--- src/rtl/trivium_ks_xor_if.sv ---
// Trivium keystream XOR stage: generator-side and byte-stream-side signal bundle.
// Optional ERR line present when TRIVIUM_KS_XOR_ERR_EN is defined.
interface trivium_ks_xor_if #(
  parameter int unsigned KS_W = 128,
  parameter int unsigned DW   = 8
);
  localparam int unsigned IV_W = 80;

  logic            START;
  logic [IV_W-1:0] IV_BASE;
  logic            KS_REQ;
  logic [IV_W-1:0] KS_IV;
  logic            KS_BSY;
  logic [KS_W-1:0] KS_IN;
  logic            KS_VLD;
  logic [DW-1:0]   DATA_IN;
  logic            DATA_IN_VLD;
  logic            DATA_IN_RDY;
  logic [DW-1:0]   DATA_OUT;
  logic            DATA_OUT_VLD;
  logic            DATA_OUT_RDY;
`ifdef TRIVIUM_KS_XOR_ERR_EN
  logic            ERR;
`endif

  // Design side
  modport slave (
    input  START, IV_BASE, KS_BSY, KS_IN, KS_VLD, DATA_IN, DATA_IN_VLD, DATA_OUT_RDY,
`ifdef TRIVIUM_KS_XOR_ERR_EN
    output ERR,
`endif
    output KS_REQ, KS_IV, DATA_IN_RDY, DATA_OUT, DATA_OUT_VLD
  );

  // Host / generator side
  modport master (
    output START, IV_BASE, KS_BSY, KS_IN, KS_VLD, DATA_IN, DATA_IN_VLD, DATA_OUT_RDY,
`ifdef TRIVIUM_KS_XOR_ERR_EN
    input  ERR,
`endif
    input  KS_REQ, KS_IV, DATA_IN_RDY, DATA_OUT, DATA_OUT_VLD
  );
endinterface

--- src/rtl/trivium_ks_xor.sv ---
// Trivium keystream consumer: requests keystream blocks with a counting IV,
// buffers them, and XORs them byte-wise (MSB byte first) onto a data stream.
// Optional sticky ERR flag for unsolicited keystream: TRIVIUM_KS_XOR_ERR_EN.
module trivium_ks_xor #(
  parameter int unsigned KS_W     = 128,
  parameter int unsigned DW       = 8,
  parameter int unsigned KS_DEPTH = 2
) (
  input  logic             CLK,
  input  logic             RST,
  trivium_ks_xor_if.slave  bus
);
  localparam int unsigned IV_W = 80;
  localparam int unsigned NB   = KS_W / DW;
  localparam int unsigned BPW  = (NB > 1) ? $clog2(NB) : 1;
  localparam int unsigned DPW  = (KS_DEPTH > 1) ? $clog2(KS_DEPTH) : 1;
  localparam int unsigned CW   = $clog2(KS_DEPTH + 2);

  logic            run;
  logic            outstanding;
  logic            discard;
  logic            ks_req;
  logic [IV_W-1:0] ks_iv;
  logic [KS_W-1:0] ks_mem [KS_DEPTH];
  logic [DPW-1:0]  head;
  logic [DPW-1:0]  tail;
  logic [CW-1:0]   count;
  logic [BPW-1:0]  bptr;
  logic [DW-1:0]   data_out;
  logic            data_out_vld;
`ifdef TRIVIUM_KS_XOR_ERR_EN
  logic            err;
`endif

  logic [DW-1:0]   ks_bytes [NB];
  logic [DW-1:0]   ks_byte;
  logic            in_rdy;
  logic            in_hs;
  logic            push;
  logic            pop;
  logic            req_go;
  logic            pend_at_start;
  logic [CW-1:0]   pend;

  function automatic logic [DPW-1:0] ptr_next(input logic [DPW-1:0] p);
    return (p == DPW'(KS_DEPTH - 1)) ? '0 : p + DPW'(1);
  endfunction

  // Head block split into bytes, byte 0 taken from the MSBs
  for (genvar k = 0; k < NB; k++) begin : g_bytes
    assign ks_bytes[k] = ks_mem[head][KS_W-1-DW*k -: DW];
  end

  // Handshake, buffer push/pop and request decisions from registered state
  always_comb begin
    ks_byte       = ks_bytes[bptr];
    in_rdy        = run & (count != '0) & (~data_out_vld | bus.DATA_OUT_RDY);
    in_hs         = in_rdy & bus.DATA_IN_VLD;
    pop           = in_hs & (bptr == BPW'(NB - 1));
    push          = bus.KS_VLD & outstanding & ~discard;
    pend          = count + CW'(outstanding) + CW'(ks_req);
    req_go        = run & ~bus.KS_BSY & ~outstanding & ~ks_req & (pend < CW'(KS_DEPTH));
    // A pulse already on the wire or an unanswered request survives START and must be drained
    pend_at_start = ks_req | (outstanding & ~bus.KS_VLD);
  end

  // All state; START overrides every other same-cycle event
  always_ff @(posedge CLK or posedge RST) begin
    if (RST) begin
      run          <= 1'b0;
      outstanding  <= 1'b0;
      discard      <= 1'b0;
      ks_req       <= 1'b0;
      ks_iv        <= '0;
      ks_mem       <= '{default: '0};
      head         <= '0;
      tail         <= '0;
      count        <= '0;
      bptr         <= '0;
      data_out     <= '0;
      data_out_vld <= 1'b0;
`ifdef TRIVIUM_KS_XOR_ERR_EN
      err          <= 1'b0;
`endif
    end else if (bus.START) begin
      run          <= 1'b1;
      ks_iv        <= bus.IV_BASE;
      ks_req       <= 1'b0;
      outstanding  <= pend_at_start;
      discard      <= pend_at_start;
      head         <= '0;
      tail         <= '0;
      count        <= '0;
      bptr         <= '0;
      data_out     <= '0;
      data_out_vld <= 1'b0;
`ifdef TRIVIUM_KS_XOR_ERR_EN
      err          <= 1'b0;
`endif
    end else begin
      ks_req <= req_go;
      if (ks_req) begin
        ks_iv       <= ks_iv + IV_W'(1);
        outstanding <= 1'b1;
      end
      if (bus.KS_VLD && outstanding) begin
        outstanding <= 1'b0;
        discard     <= 1'b0;
      end
`ifdef TRIVIUM_KS_XOR_ERR_EN
      if (bus.KS_VLD && (!outstanding || ks_req)) err <= 1'b1;
`endif
      if (push) begin
        ks_mem[tail] <= bus.KS_IN;
        tail         <= ptr_next(tail);
      end
      if (pop) head <= ptr_next(head);
      case ({push, pop})
        2'b10:   count <= count + CW'(1);
        2'b01:   count <= count - CW'(1);
        default: count <= count;
      endcase
      if (in_hs) begin
        bptr         <= pop ? '0 : bptr + BPW'(1);
        data_out     <= bus.DATA_IN ^ ks_byte;
        data_out_vld <= 1'b1;
      end else if (bus.DATA_OUT_RDY) begin
        data_out_vld <= 1'b0;
      end
    end
  end

  assign bus.KS_REQ       = ks_req;
  assign bus.KS_IV        = ks_iv;
  assign bus.DATA_IN_RDY  = in_rdy;
  assign bus.DATA_OUT     = data_out;
  assign bus.DATA_OUT_VLD = data_out_vld;
`ifdef TRIVIUM_KS_XOR_ERR_EN
  assign bus.ERR          = err;
`endif
endmodule

--- src/flat_wrapper.sv ---
// flat-port wrapper written by rule: the top's interface ports become plain ports
module trivium_ks_xor_flat 
#(
  parameter int unsigned KS_W     = 128,
  parameter int unsigned DW       = 8,
  parameter int unsigned KS_DEPTH = 2
)
  (CLK, RST, bus_START, bus_IV_BASE, bus_KS_BSY, bus_KS_IN, bus_KS_VLD, bus_DATA_IN, bus_DATA_IN_VLD, bus_DATA_OUT_RDY, bus_KS_REQ, bus_KS_IV, bus_DATA_IN_RDY, bus_DATA_OUT, bus_DATA_OUT_VLD);
  trivium_ks_xor_if #(.KS_W(KS_W), .DW(DW)) bus_i ();
  input  logic CLK;
  input  logic RST;
  input wire logic [$bits(bus_i.START)-1:0] bus_START;
  input wire logic [$bits(bus_i.IV_BASE)-1:0] bus_IV_BASE;
  input wire logic [$bits(bus_i.KS_BSY)-1:0] bus_KS_BSY;
  input wire logic [$bits(bus_i.KS_IN)-1:0] bus_KS_IN;
  input wire logic [$bits(bus_i.KS_VLD)-1:0] bus_KS_VLD;
  input wire logic [$bits(bus_i.DATA_IN)-1:0] bus_DATA_IN;
  input wire logic [$bits(bus_i.DATA_IN_VLD)-1:0] bus_DATA_IN_VLD;
  input wire logic [$bits(bus_i.DATA_OUT_RDY)-1:0] bus_DATA_OUT_RDY;
  output wire logic [$bits(bus_i.KS_REQ)-1:0] bus_KS_REQ;
  output wire logic [$bits(bus_i.KS_IV)-1:0] bus_KS_IV;
  output wire logic [$bits(bus_i.DATA_IN_RDY)-1:0] bus_DATA_IN_RDY;
  output wire logic [$bits(bus_i.DATA_OUT)-1:0] bus_DATA_OUT;
  output wire logic [$bits(bus_i.DATA_OUT_VLD)-1:0] bus_DATA_OUT_VLD;
  assign bus_i.START = bus_START;
  assign bus_i.IV_BASE = bus_IV_BASE;
  assign bus_i.KS_BSY = bus_KS_BSY;
  assign bus_i.KS_IN = bus_KS_IN;
  assign bus_i.KS_VLD = bus_KS_VLD;
  assign bus_i.DATA_IN = bus_DATA_IN;
  assign bus_i.DATA_IN_VLD = bus_DATA_IN_VLD;
  assign bus_i.DATA_OUT_RDY = bus_DATA_OUT_RDY;
  assign bus_KS_REQ = bus_i.KS_REQ;
  assign bus_KS_IV = bus_i.KS_IV;
  assign bus_DATA_IN_RDY = bus_i.DATA_IN_RDY;
  assign bus_DATA_OUT = bus_i.DATA_OUT;
  assign bus_DATA_OUT_VLD = bus_i.DATA_OUT_VLD;
  trivium_ks_xor #(.KS_W(KS_W), .DW(DW), .KS_DEPTH(KS_DEPTH)) u_core (.CLK(CLK), .RST(RST), .bus(bus_i));
endmodule
--- config.mk ---
export PLATFORM = sky130hd
export DESIGN_NAME = trivium_ks_xor_flat
export DESIGN_NICKNAME = d
export VERILOG_FILES = /design/src/rtl/trivium_ks_xor_if.sv /design/src/rtl/trivium_ks_xor.sv /design/src/flat_wrapper.sv
export SDC_FILE = /design/constraint.sdc
export NUM_CORES = 1
export LEC_CHECK = 0
export CAP_MARGIN = 20
export CORE_AREA = 4 4 178 180
export DETAILED_ROUTE_END_ITERATION = 10
export DIE_AREA = 0 0 182 184
export DONT_BUFFER_PORTS = 1
export GPL_TIMING_DRIVEN = 0
export PLACE_DENSITY = 0.71
export SYNTH_ARGS = -nofsm -noshare
export SYNTH_HDL_FRONTEND = slang
export SYNTH_SLANG_ARGS = --single-unit
--- constraint.sdc ---
create_clock -name CLK -period 27.1 [get_ports CLK]
set_input_delay 5.42 -clock CLK [delete_from_list [all_inputs] [get_ports CLK]]
set_output_delay 5.42 -clock CLK [all_outputs]
set_load 0.005 [all_outputs]
# Word level (Yosys, flattened, before mapping)
# Index checks and enable logic that the tools add are counted.
[totals]
regBits = 357
latch_bits = 0
mem_bits_rw = 0
mem_bits_ro = 0
in_bits = 223
output_inout_bits = 91
wordCells = 98
mem_count = 0
[classes]
n_addsub = 8
n_mul = 0
div_mod_pow = 0
magnitude_cmp = 5
eq_ne = 3
shift = 0
n_mux = 33
bitwise_logic = 24
n_reduce_logical = 12
[op_table]
columns = ["operator", "count"]
rows = [
  ["128-bit 2-to-1 mux", 4],
  ["256-bit bitwise mux", 1],
  ["80-bit 2-to-1 mux", 2],
  ["128-bit demux with 1-bit select", 1],
  ["80-bit by 1-bit adder with 80-bit output, second input constant", 1],
  ["8-bit binary-select mux with 4-bit select", 1],
  ["8-bit 2-to-1 mux", 4],
  ["1-bit 2-to-1 mux", 15],
  ["4-bit 2-to-1 mux", 3],
  ["2-bit nonzero test", 6],
  ["1-bit bitwise AND", 11],
  ["3-bit nonzero test", 3],
  ["8-bit XOR", 1],
  ["1-bit NOT", 7],
  ["5-bit greater-or-equal comparator, second input constant", 1],
  ["4-bit NOT with 5-bit output", 1],
  ["2-bit by 1-bit adder with 2-bit output", 2],
  ["4-bit by 1-bit adder with 4-bit output, second input constant", 1],
  ["4-bit == test, second input constant", 1],
  ["2-bit greater-or-equal comparator, second input constant", 2],
  ["1-bit NOT with 2-bit output", 2],
  ["2-bit one-hot mux with 2 select lines", 1],
  ["1-bit adder, second input constant", 2],
  ["2-bit by 1-bit adder with 2-bit output, second input constant", 1],
  ["9 further kinds", 11],
]

# Depth between registers and ports, before layout
# Gate-level depths: netlist (run 1).
[logic_depth]
ltp_word = 10
ltp_mapped = 8
mapped_depth_nobuf = 6

# Worst setup path after synthesis (run 1)
# Ideal clock, no wire load.
[synth_path]
path_type = "input to output"
startpoint = "input bus_DATA_OUT_RDY"
endpoint = "output bus_DATA_IN_RDY"
arrival_ns = 5.740
required_time_ns = 21.680
setup_slack_ns = 15.940
cell_stages = 2
path_buffers = 0
path_cell_list = "nand2b_1 -> and2_1"
[synth_via]
elab_chain_len = 2
[synth_lines]
columns = ["item", "line_no", "source"]
rows = [
  ["start: declaration", "flat_wrapper.sv:19", "input wire logic [$bits(bus_i.DATA_OUT_RDY)-1:0] bus_DATA_OUT_RDY;"],
  ["1-bit bitwise OR", "trivium_ks_xor.sv:57", "in_rdy = run & (count != '0) & (~data_out_vld | bus.DATA_OUT_RDY);"],
  ["1-bit bitwise AND", "trivium_ks_xor.sv:57", ""],
  ["end: declaration", "flat_wrapper.sv:22", "output wire logic [$bits(bus_i.DATA_IN_RDY)-1:0] bus_DATA_IN_RDY;"],
]
# Every way passes these cells.

# Final worst setup path (run 1)
# Ends and elaborated chain as after synthesis.

==> impl_metrics.json, run 1 <==
{
  "cp.required_ns": 21.68,
  "setup.worst_path.start_class": "primary input",
  "cp_top_family": "simple AND/OR/NAND/NOR gates",
  "drtAntennaViolNets": 0,
  "post-route-period-util_pct": 41.5,
  "max_slew_margin_pct": 31.9,
  "grt_setup_unrepaired": "no",
  "crit_type": "in2out",
  "layout-drive-gt1-share_pct": 29.4,
  "seqCellArea_mm2": 0.00893,
  "rows": 64,
  "coreArea_mm2": 0.0302,
  "syn-num-nets": 1602,
  "drv_cap": 0,
  "synthArstFlopShare_pct": 100,
  "cp_slowest_stage_delay_ns": 0.22,
  "dpl-instance-area_mm2": 0.0181,
  "crit_arrival_ns": 5.82,
  "syn_area_mm2": 0.0175,
  "clk_latency_ns": 0.54,
  "grt_util_all_layers_pct": 30.6,
  "synth_top_area_share_pct": 51.1,
  "final_core_util_pct": 64.2,
  "gp_congestion": 0.948,
  "initialDrtViolationCount": 1173,
  "hold_path_class": "reg2reg",
  "grt_max_degree": 112,
  "wl_per_cell_um": 28.3,
  "fin_nets": 1648,
  "synthXorXnorAreaFrac_pct": 1.90,
  "crit_fanout": 5,
  "cts_hold_buffers": 0,
  "stdcell_area_mm2": 0.0194,
  "grt_pass1_wl_um": 78200,
  "dieArea_mm2": 0.0335,
  "setup_viol": 0,
  "port_buffers": 0,
  "cts_root_buf": "clkbuf_16",
  "synth.distinct_cells": 50,
  "dp_hpwl_um": 38000,
  "yosys.area.top_type": "dfrtp_1",
  "ys_top_cells_by_count": "dfrtp_1 (357), mux2_2 (264), nand2_1 (83)",
  "hold_viol_final": 0,
  "cts.htree.levels": 2,
  "cp-end-kind": "output port",
  "power.density_mw_per_mm2": 79.4,
  "dp_cells": 1776,
  "yosysSeqAreaShare_pct": 51.1,
  "instances_no_fill": 1847,
  "antenna_found_initial": 2,
  "outcome": "finished, final reports clean",
  "leakage_uw": 0.00804,
  "ir_worst_vdd_mv": 0.0623,
  "fin_skew_ns": 0.0148,
  "crit_path_top_delay_cell": "and2_1",
  "tightest_slew_ns": 1.02,
  "chipWidth_um": 182,
  "vias_per_cell": 6.69,
  "synth.most_common_cell": "dfrtp_1",
  "synthSimpleGateAreaFrac_pct": 11.9,
  "holdCritStartpoint": "u_core.ks_mem[105]",
  "ios": 314,
  "ys_warn_count": 0,
  "cts-resized-gates": 0,
  "synth_top_family_by_area": "multiplexers",
  "drv_slew": 0,
  "synth_fa_ha_area_share_pct": 0.215,
  "grt_pass1_vias": 12800,
  "clockBufferDepth": 3,
  "grt-ovfl-total": 0,
  "syn_to_final_growth_pct": 10.8,
  "ys_ff_latch": 357,
  "first_pass_iters": 6,
  "path_buf_inv": 0,
  "synth.mux.area_fraction_pct": 27.4,
  "routed_wl_um": 52300,
  "initial_core_util_pct": 57.9,
  "syn_inst": 1376,
  "fin_setup_tns_ns": 0,
  "p_total_uw": 1540,
  "vias": 12400,
  "synth_ff_type": "dfrtp_1",
  "drcViolationCount": 0,
  "cts_sinks": 357,
  "synth-edff-count": 0,
  "cts_tree": "done",
  "r2r-start": "u_core.bptr[1]",
  "postCtsSetupRepairBufs": 0,
  "fill_cells": 2245,
  "synth_compound_area_share_pct": 5.17,
  "synthTopCellsByArea": "dfrtp_1 (51%), mux2_2 (17%), mux4_2 (10%)",
  "startpoint": "bus_DATA_OUT_RDY",
  "max_freq_ghz": 0.0890,
  "crit_chain": "nand2b_1 -> and2_1",
  "clkTransAtPathRegs_ns": 0.06,
  "avgSynthCellArea_um2": 12.7,
  "multi_input_area_mm2": 0.00814,
  "fin_crit_ns": 11.24,
  "dieHeight_um": 184,
  "numCtsBuffers": 39
}
-- metrics by stage --
step | setup slack, ns | hold WS, ns
5_1_grt | 15.84 | 0.507
3_5_place_dp | 15.86 | 0.486
6_report | 15.86 | 0.500
2_1_floorplan | 11.77 | 0.452
3_3_place_gp | 7.96 | 0.474
4_1_cts | 15.86 | 0.500
-- placed cells by master (no fill, tap or decap), types with 17 or more instances in the layout --
cell,Yosys,final
a31oi_1,20,20
and3_1,22,22
clkbuf_1,77,85
clkbuf_16,0,40
dfrtp_1,357,357
mux2_2,264,264
mux4_2,80,80
nand2_1,83,83
nand3_1,54,54
nand4_1,51,51
nor2_1,46,46
nor3_1,37,37
o21ai_0,51,51
o31ai_1,23,23
or4_1,22,22
xnor2_1,17,17
xor2_1,21,21
-- where the power goes --
part | switching, uW | total [uW] | internal [uW]
clock | 220 | 535 | 315
combinational | 100 | 261 | 161
sequential | 83.8 | 742 | 658
-- path summary, 6_finish.rpt --
check	to	slack [ns]	cells past startpoint
min in group asynchronous	u_core.ks_mem[58]	4.79	1
max in group asynchronous	u_core.ks_mem[219]	20.96	3
worst max-delay path	bus_DATA_IN_RDY	15.86	2
worst min register to register	u_core.ks_mem[105]	0.50	1
worst max register to register	u_core.bus.DATA_OUT[2]	23.64	7
worst min-delay path	u_core.ks_mem[105]	0.50	1
-- logic make-up (layout without fill, tap and decap cells) --
group	after synthesis	count (layout)
and+or+nand+nor	390	390
adders and majority gates	3	3
AOI/OAI and AO/OA	141	141
buffers and inverters	102	176
other	0	1
xor gates and xnor gates	38	38
DFF	357	357
muxes	345	345
-- sequential cells by signal, summed over array words and instances, names as in the netlist --
register / count
u_core.count: 2
u_core.run: 1
u_core.bus.KS_IV: 80
u_core.ks_mem: 256
u_core.head: 1
u_core.bus.DATA_OUT: 8
u_core.bus.DATA_OUT_VLD: 1
u_core.bptr: 4
u_core.outstanding: 1
u_core.discard: 1
u_core.tail: 1
u_core.bus.KS_REQ: 1
-- routing by layer --
metal  part of all wire (%)  wire, um  GRT usage [%]  vias to the layer above
met3                     11      5980           11.0                      136
li1                       -         -              -                     5306
met4                    4.8      2520           13.0                        2
met1                     36     18900           36.6                     6259
met5                  0.025        13          0.857                        -
met2                     48     24900           50.7                      648
-- cell type report --
cell class,count,share of cell area (%)
antenna,1,0.0129
buffer,92,1.92
clock buffer,57,5.96
clock inverter,12,0.659
inverter,10,0.233
multi-input combinational,917,42.0
sequential,357,46.1
tap,396,2.56
timing repair buffer,5,0.491
Note: power is estimated with default switching activity, not from simulation.
==> run 2, diff against run 1 <==
Clock period 27.1 ns to 10.6 ns, I/O delays scaled along.
==> run 2 against run 1 <==
Effect of this change:
- register-to-register slack worse by 16 ns
- power rose to 2.5 times the previous value
- first-iteration DRC count down 26%
- sequential power rose to 2.5 times the previous value
==> impl_metrics.json, run 2 (synthesis results as in run 1) <==
{
  "cp.required_ns": 8.48,
  "vias": 12300,
  "r2r-start": "u_core.bptr[1]",
  "p_int_uw": 2870,
  "drcViolationCount": 0,
  "min_delay_path_depth": 1,
  "post-route-period-util_pct": 43.8,
  "crit_chain": "nand2b_1 -> and2_1",
  "path_buf_inv": 0,
  "cp-end-kind": "output port",
  "wl_per_cell_um": 28.0,
  "hold_slack_ns": 0.499,
  "cts-resized-gates": 0,
  "vias_per_cell": 6.67,
  "power.density_mw_per_mm2": 200,
  "drtAntennaViolNets": 0,
  "grt_pass1_wl_um": 78300,
  "clkPwrFrac_pct": 34.1,
  "grt-ovfl-total": 0,
  "holdCritStartpoint": "u_core.ks_mem[135]",
  "crit_path_top_delay_cell": "and2_1",
  "fin_skew_ns": 0.0129,
  "pwr-share-seq_pct": 48.7,
  "layout-drive-gt1-share_pct": 29.4,
  "initial_core_util_pct": 57.9,
  "gp_congestion": 0.946,
  "final_cell_mix": "dfrtp_1 (357), mux2_2 (264), clkbuf_1 (88), nand2_1 (83), mux4_2 (80)",
  "cts_hold_buffers": 0,
  "cts_root_buf": "clkbuf_16",
  "tightest_slew_ns": 0.982,
  "final_common_cell": "dfrtp_1",
  "chipWidth_um": 182,
  "cp_top_family": "simple AND/OR/NAND/NOR gates",
  "syn_to_final_growth_pct": 11.2,
  "top_register": "u_core.ks_mem",
  "fin_crit_ns": 4.64,
  "largest_reg_flops": 256,
  "first_pass_iters": 4,
  "ir_worst_vdd_mv": 0.161,
  "clkTransAtPathRegs_ns": 0.06,
  "p_sw_uw": 1010,
  "timing.rr.end": "u_core.bus.DATA_OUT[0]",
  "grt_pass1_vias": 12800,
  "setup_viol": 0,
  "grt_util_all_layers_pct": 30.6,
  "dieHeight_um": 184,
  "drv_cap": 0,
  "grt_setup_unrepaired": "no",
  "numCtsBuffers": 39,
  "hold_path_class": "reg2reg",
  "fin_nets": 1655,
  "drv_slew": 0,
  "dp_hpwl_um": 38600,
  "crit_arrival_ns": 2.52,
  "p_sw_share_pct": 26.1,
  "clockBufferDepth": 3,
  "cts_sinks": 357,
  "cts.htree.levels": 2,
  "ff2ff_path_depth": 7,
  "pre_cts_ws_ns": 5.42,
  "whs_endpoint": "u_core.ks_mem[135]",
  "seqCellArea_mm2": 0.00893,
  "rrSetupSlack_ns": 7.16,
  "outcome": "finished, final reports clean",
  "initialDrtViolationCount": 867,
  "fill_cells": 2264,
  "cts_tree": "done",
  "max_freq_ghz": 0.216,
  "ios": 314,
  "crit_fanout": 5,
  "coreArea_mm2": 0.0302,
  "hold_viol_final": 0,
  "grt_max_degree": 40,
  "multi_input_area_mm2": 0.00814,
  "max_slew_margin_pct": 33.9,
  "setup.worst_path.start_class": "primary input",
  "layout_setup_ws_ns": 5.96,
  "fin_setup_tns_ns": 0,
  "leakage_uw": 0.00806,
  "clk_latency_ns": 0.53,
  "rows": 64,
  "dieArea_mm2": 0.0335,
  "combPwrFrac_pct": 17.2,
  "routed_wl_um": 51900,
  "cp_slowest_stage_delay_ns": 0.22,
  "crit_type": "in2out",
  "postCtsSetupRepairBufs": 0,
  "port_buffers": 0,
  "antenna_found_initial": 3
}
## run 2: stage by stage
stage	util, %	power (uW)	std cells	cell area (um^2)
6_report	64.4	3890	1851	19400
2_1_floorplan	-	2370	1376	17500
3_5_place_dp	60.3	2580	1783	18200
3_3_place_gp	59.6	2530	1772	18000
5_1_grt	64.4	4050	1851	19400
4_1_cts	64.4	3900	1849	19400
## run 2: power groups by stage
| stage | sequential (uW) | combinational, uW | clock [uW] |
|---|---|---|---|
| finish | 1890 | 668 | 1320 |
| detailed placement | 1910 | 668 | 0 |
| floorplan | 1830 | 536 | 0 |
| CTS | 1890 | 671 | 1340 |
| global route | 1930 | 723 | 1400 |
| global placement | 1890 | 635 | 0 |
## run 2: worst max path at each step
stage,end,from,depth (start not counted),slack [ns]
2_1_floorplan,u_core.bptr[0],RST,1,3.70
3_3_place_gp,u_core.ks_mem[219],RST,1,1.82
3_5_place_dp,u_core.ks_mem[0],bus_START,6,5.42
4_1_cts,bus_DATA_IN_RDY,bus_DATA_OUT_RDY,2,5.95
5_1_grt,u_core.ks_mem[3],bus_START,6,5.93
6_report,bus_DATA_IN_RDY,bus_DATA_OUT_RDY,2,5.96
## run 2: cell type report
cell class / instances / share of cell area (%)
buffer: 92 / 1.92
timing repair buffer: 12 / 1.12
sequential: 357 / 46.0
antenna: 1 / 0.0129
multi-input combinational: 917 / 41.9
clock buffer: 60 / 5.94
clock inverter: 6 / 0.399
tap: 396 / 2.55
inverter: 10 / 0.212
## run 2: per-layer routing
layer  GRT usage, %  vias to the layer above  wire [um]
met1           37.0                     6338      19000
met5              0                        -         28
met2           52.0                      558      25800
met4           11.1                        4       1870
li1               -                     5325          -
met3           9.93                      114       5140
==> run 3, diff against run 2 <==
Settings changed: CORE_AREA 4 4 178 180 to 4 4 179 181, DIE_AREA 0 0 182 184 to 0 0 183 185, PLACE_DENSITY 0.71 to 0.73.
Clock period 10.6 ns to 3.9 ns, I/O delays scaled along.
==> run 3 against run 2 <==
Effect of this change:
- worst hold slack got worse by 0.34 ns
- combinational power rose to 2.7 times the previous value
- power increased to 2.8 times the previous value
- sequential cell count is the same
- largest cell class unchanged
==> impl_metrics.json, run 3 (synthesis results as in run 1) <==
{
  "p_total_uw": 10800,
  "p_sw_uw": 2790,
  "pwr-share-seq_pct": 48.0,
  "grt-ovfl-total": 0,
  "fin_crit_ns": 3.45,
  "crit_fanout": 10,
  "fin_skew_ns": 0.0263,
  "numCtsBuffers": 39,
  "drtAntennaViolNets": 0,
  "top_register": "u_core.ks_mem",
  "combPwrFrac_pct": 16.9,
  "initial_core_util_pct": 57.5,
  "largest_reg_flops": 256,
  "tightest_slew_ns": 1.18,
  "port_buffers": 0,
  "crit_type": "reg2reg",
  "postCtsSetupRepairBufs": 0,
  "rows": 64,
  "cts_hold_buffers": 0,
  "grt_pass1_vias": 13200,
  "cts.htree.levels": 2,
  "clkPwrFrac_pct": 35.1,
  "initialDrtViolationCount": 938,
  "layout-drive-gt1-share_pct": 29.6,
  "max_freq_ghz": 0.290,
  "cp_slowest_stage_delay_ns": 0.74,
  "ir_worst_vdd_mv": 0.607,
  "pre_cts_ws_ns": 0.176,
  "post-route-period-util_pct": 88.4,
  "ios": 314,
  "cts-resized-gates": 0,
  "wl_per_cell_um": 28.1,
  "max_slew_margin_pct": 20.6,
  "fin_setup_tns_ns": 0,
  "dp_hpwl_um": 38800,
  "p_int_uw": 7980,
  "outcome": "finished, final reports clean",
  "vias": 12400,
  "path_buf_inv": 2,
  "setup_viol": 0,
  "first_pass_iters": 7,
  "grt_util_all_layers_pct": 30.4,
  "hold_viol_final": 0,
  "crit_chain": "clkbuf_1 -> clkbuf_1 -> mux4_2 -> mux4_2 -> mux2_2 -> and3_1 -> nor3_1",
  "vias_per_cell": 6.72,
  "chipWidth_um": 183,
  "clk_latency_ns": 0.54,
  "fin_nets": 1652,
  "clkTransAtPathRegs_ns": 0.06,
  "routed_wl_um": 52000,
  "cp-end-kind": "flip-flop",
  "drv_slew": 0,
  "crit_path_top_delay_cell": "clkbuf_1",
  "grt_setup_unrepaired": "no",
  "final_common_cell": "dfrtp_1",
  "coreArea_mm2": 0.0304,
  "grt_pass1_wl_um": 79000,
  "final_cell_mix": "dfrtp_1 (357), mux2_2 (264), clkbuf_1 (84), nand2_1 (83), mux4_2 (80)",
  "hold_path_class": "in2async",
  "grt_max_degree": 46,
  "power.density_mw_per_mm2": 553,
  "cts_sinks": 357,
  "crit_arrival_ns": 3.90,
  "layout_setup_ws_ns": 0.452,
  "leakage_uw": 0.00807,
  "setup.worst_path.start_class": "flip-flop",
  "antenna_found_initial": 2,
  "cp_top_family": "buffers and inverters",
  "drcViolationCount": 0,
  "cts_root_buf": "clkbuf_16",
  "dieArea_mm2": 0.0339,
  "clockBufferDepth": 3,
  "syn_to_final_growth_pct": 11.4,
  "dieHeight_um": 185,
  "drv_cap": 0,
  "cts_tree": "done",
  "cp.required_ns": 4.35,
  "gp_congestion": 1.00,
  "p_sw_share_pct": 25.9
}
## run 3: changes by cell type in the layout (fill, tap and decap cells not counted), sizes merged
cell | before | now
clkbuf | 139 | 130
buf | 25 | 23
clkinv | 3 | 7
clkinvlp | 1 | 3
bufinv | 1 | 5
inv | 11 | 9
diode | 1 | 2
## run 3: path summary, 6_finish.rpt
path | startpoint | endpoint | slack [ns] | cells after the start
worst min-delay path | RST | u_core.ks_mem[56] | 0.16 | 1
max in group asynchronous | RST | u_core.ks_mem[86] | 2.60 | 4
min in group CLK | bus_KS_BSY | u_core.bus.KS_REQ | 0.33 | 1
worst max register to register | u_core.bptr[1] | u_core.bus.DATA_OUT[2] | 0.45 | 7
worst max-delay path | u_core.bptr[1] | u_core.bus.DATA_OUT[2] | 0.45 | 7
worst min register to register | u_core.ks_mem[107] | u_core.ks_mem[107] | 0.50 | 1
## run 3: worst register-to-register path, delay by kind of cell, from the launching register on
family	cells	cell delay, ns
buffers and inverters	2	1.33
multiplexers	3	1.28
flip-flops	1	0.41
AND/OR/NAND/NOR	2	0.35
## run 3: per-stage QoR
stage / utilization (%) / std cells / hold WS [ns] / instance area [um^2]
final: 64.0 / 1849 / 0.159 / 19500
after global routing: 64.0 / 1848 / 0.178 / 19500
after global placement: 59.1 / 1772 / 0.477 / 18000
after detailed placement: 59.7 / 1781 / 0.488 / 18200
after CTS: 64.0 / 1847 / 0.153 / 19500
after floorplan: - / 1376 / 0.452 / 17500
## run 3: final cells by class
cell class / instances / area (um^2)
diodes: 2 / 5.00
inverters: 10 / 41.3
multi-input cells: 917 / 8140
clock buffers: 52 / 1080
clock inverters: 14 / 223
flip-flops and latches: 357 / 8930
repair buffers: 9 / 180
plain buffers: 92 / 373
fillers: 2291 / 11000
well taps: 396 / 495
## run 3: routing by layer
metal  vias to the layer above  share of wire (%)  routed length (um)  track usage, %
met5                         -              0.037                  19               0
met4                         2                4.6                2420            13.2
met3                       162                 11                5620            10.3
met2                       637                 49               25500            51.7
met1                      6305                 36               18500            35.4
li1                       5318                  -                   -               -
## run 3: power groups by stage
stage          clock network, uW  logic (uW)  registers, uW
6_report                    3790        1820           5170
5_1_grt                     3970        1970           5260
4_1_cts                     3830        1830           5150
3_5_place_dp                   0        1810           5200
3_3_place_gp                   0        1720           5150
2_1_floorplan                  0        1460           4980
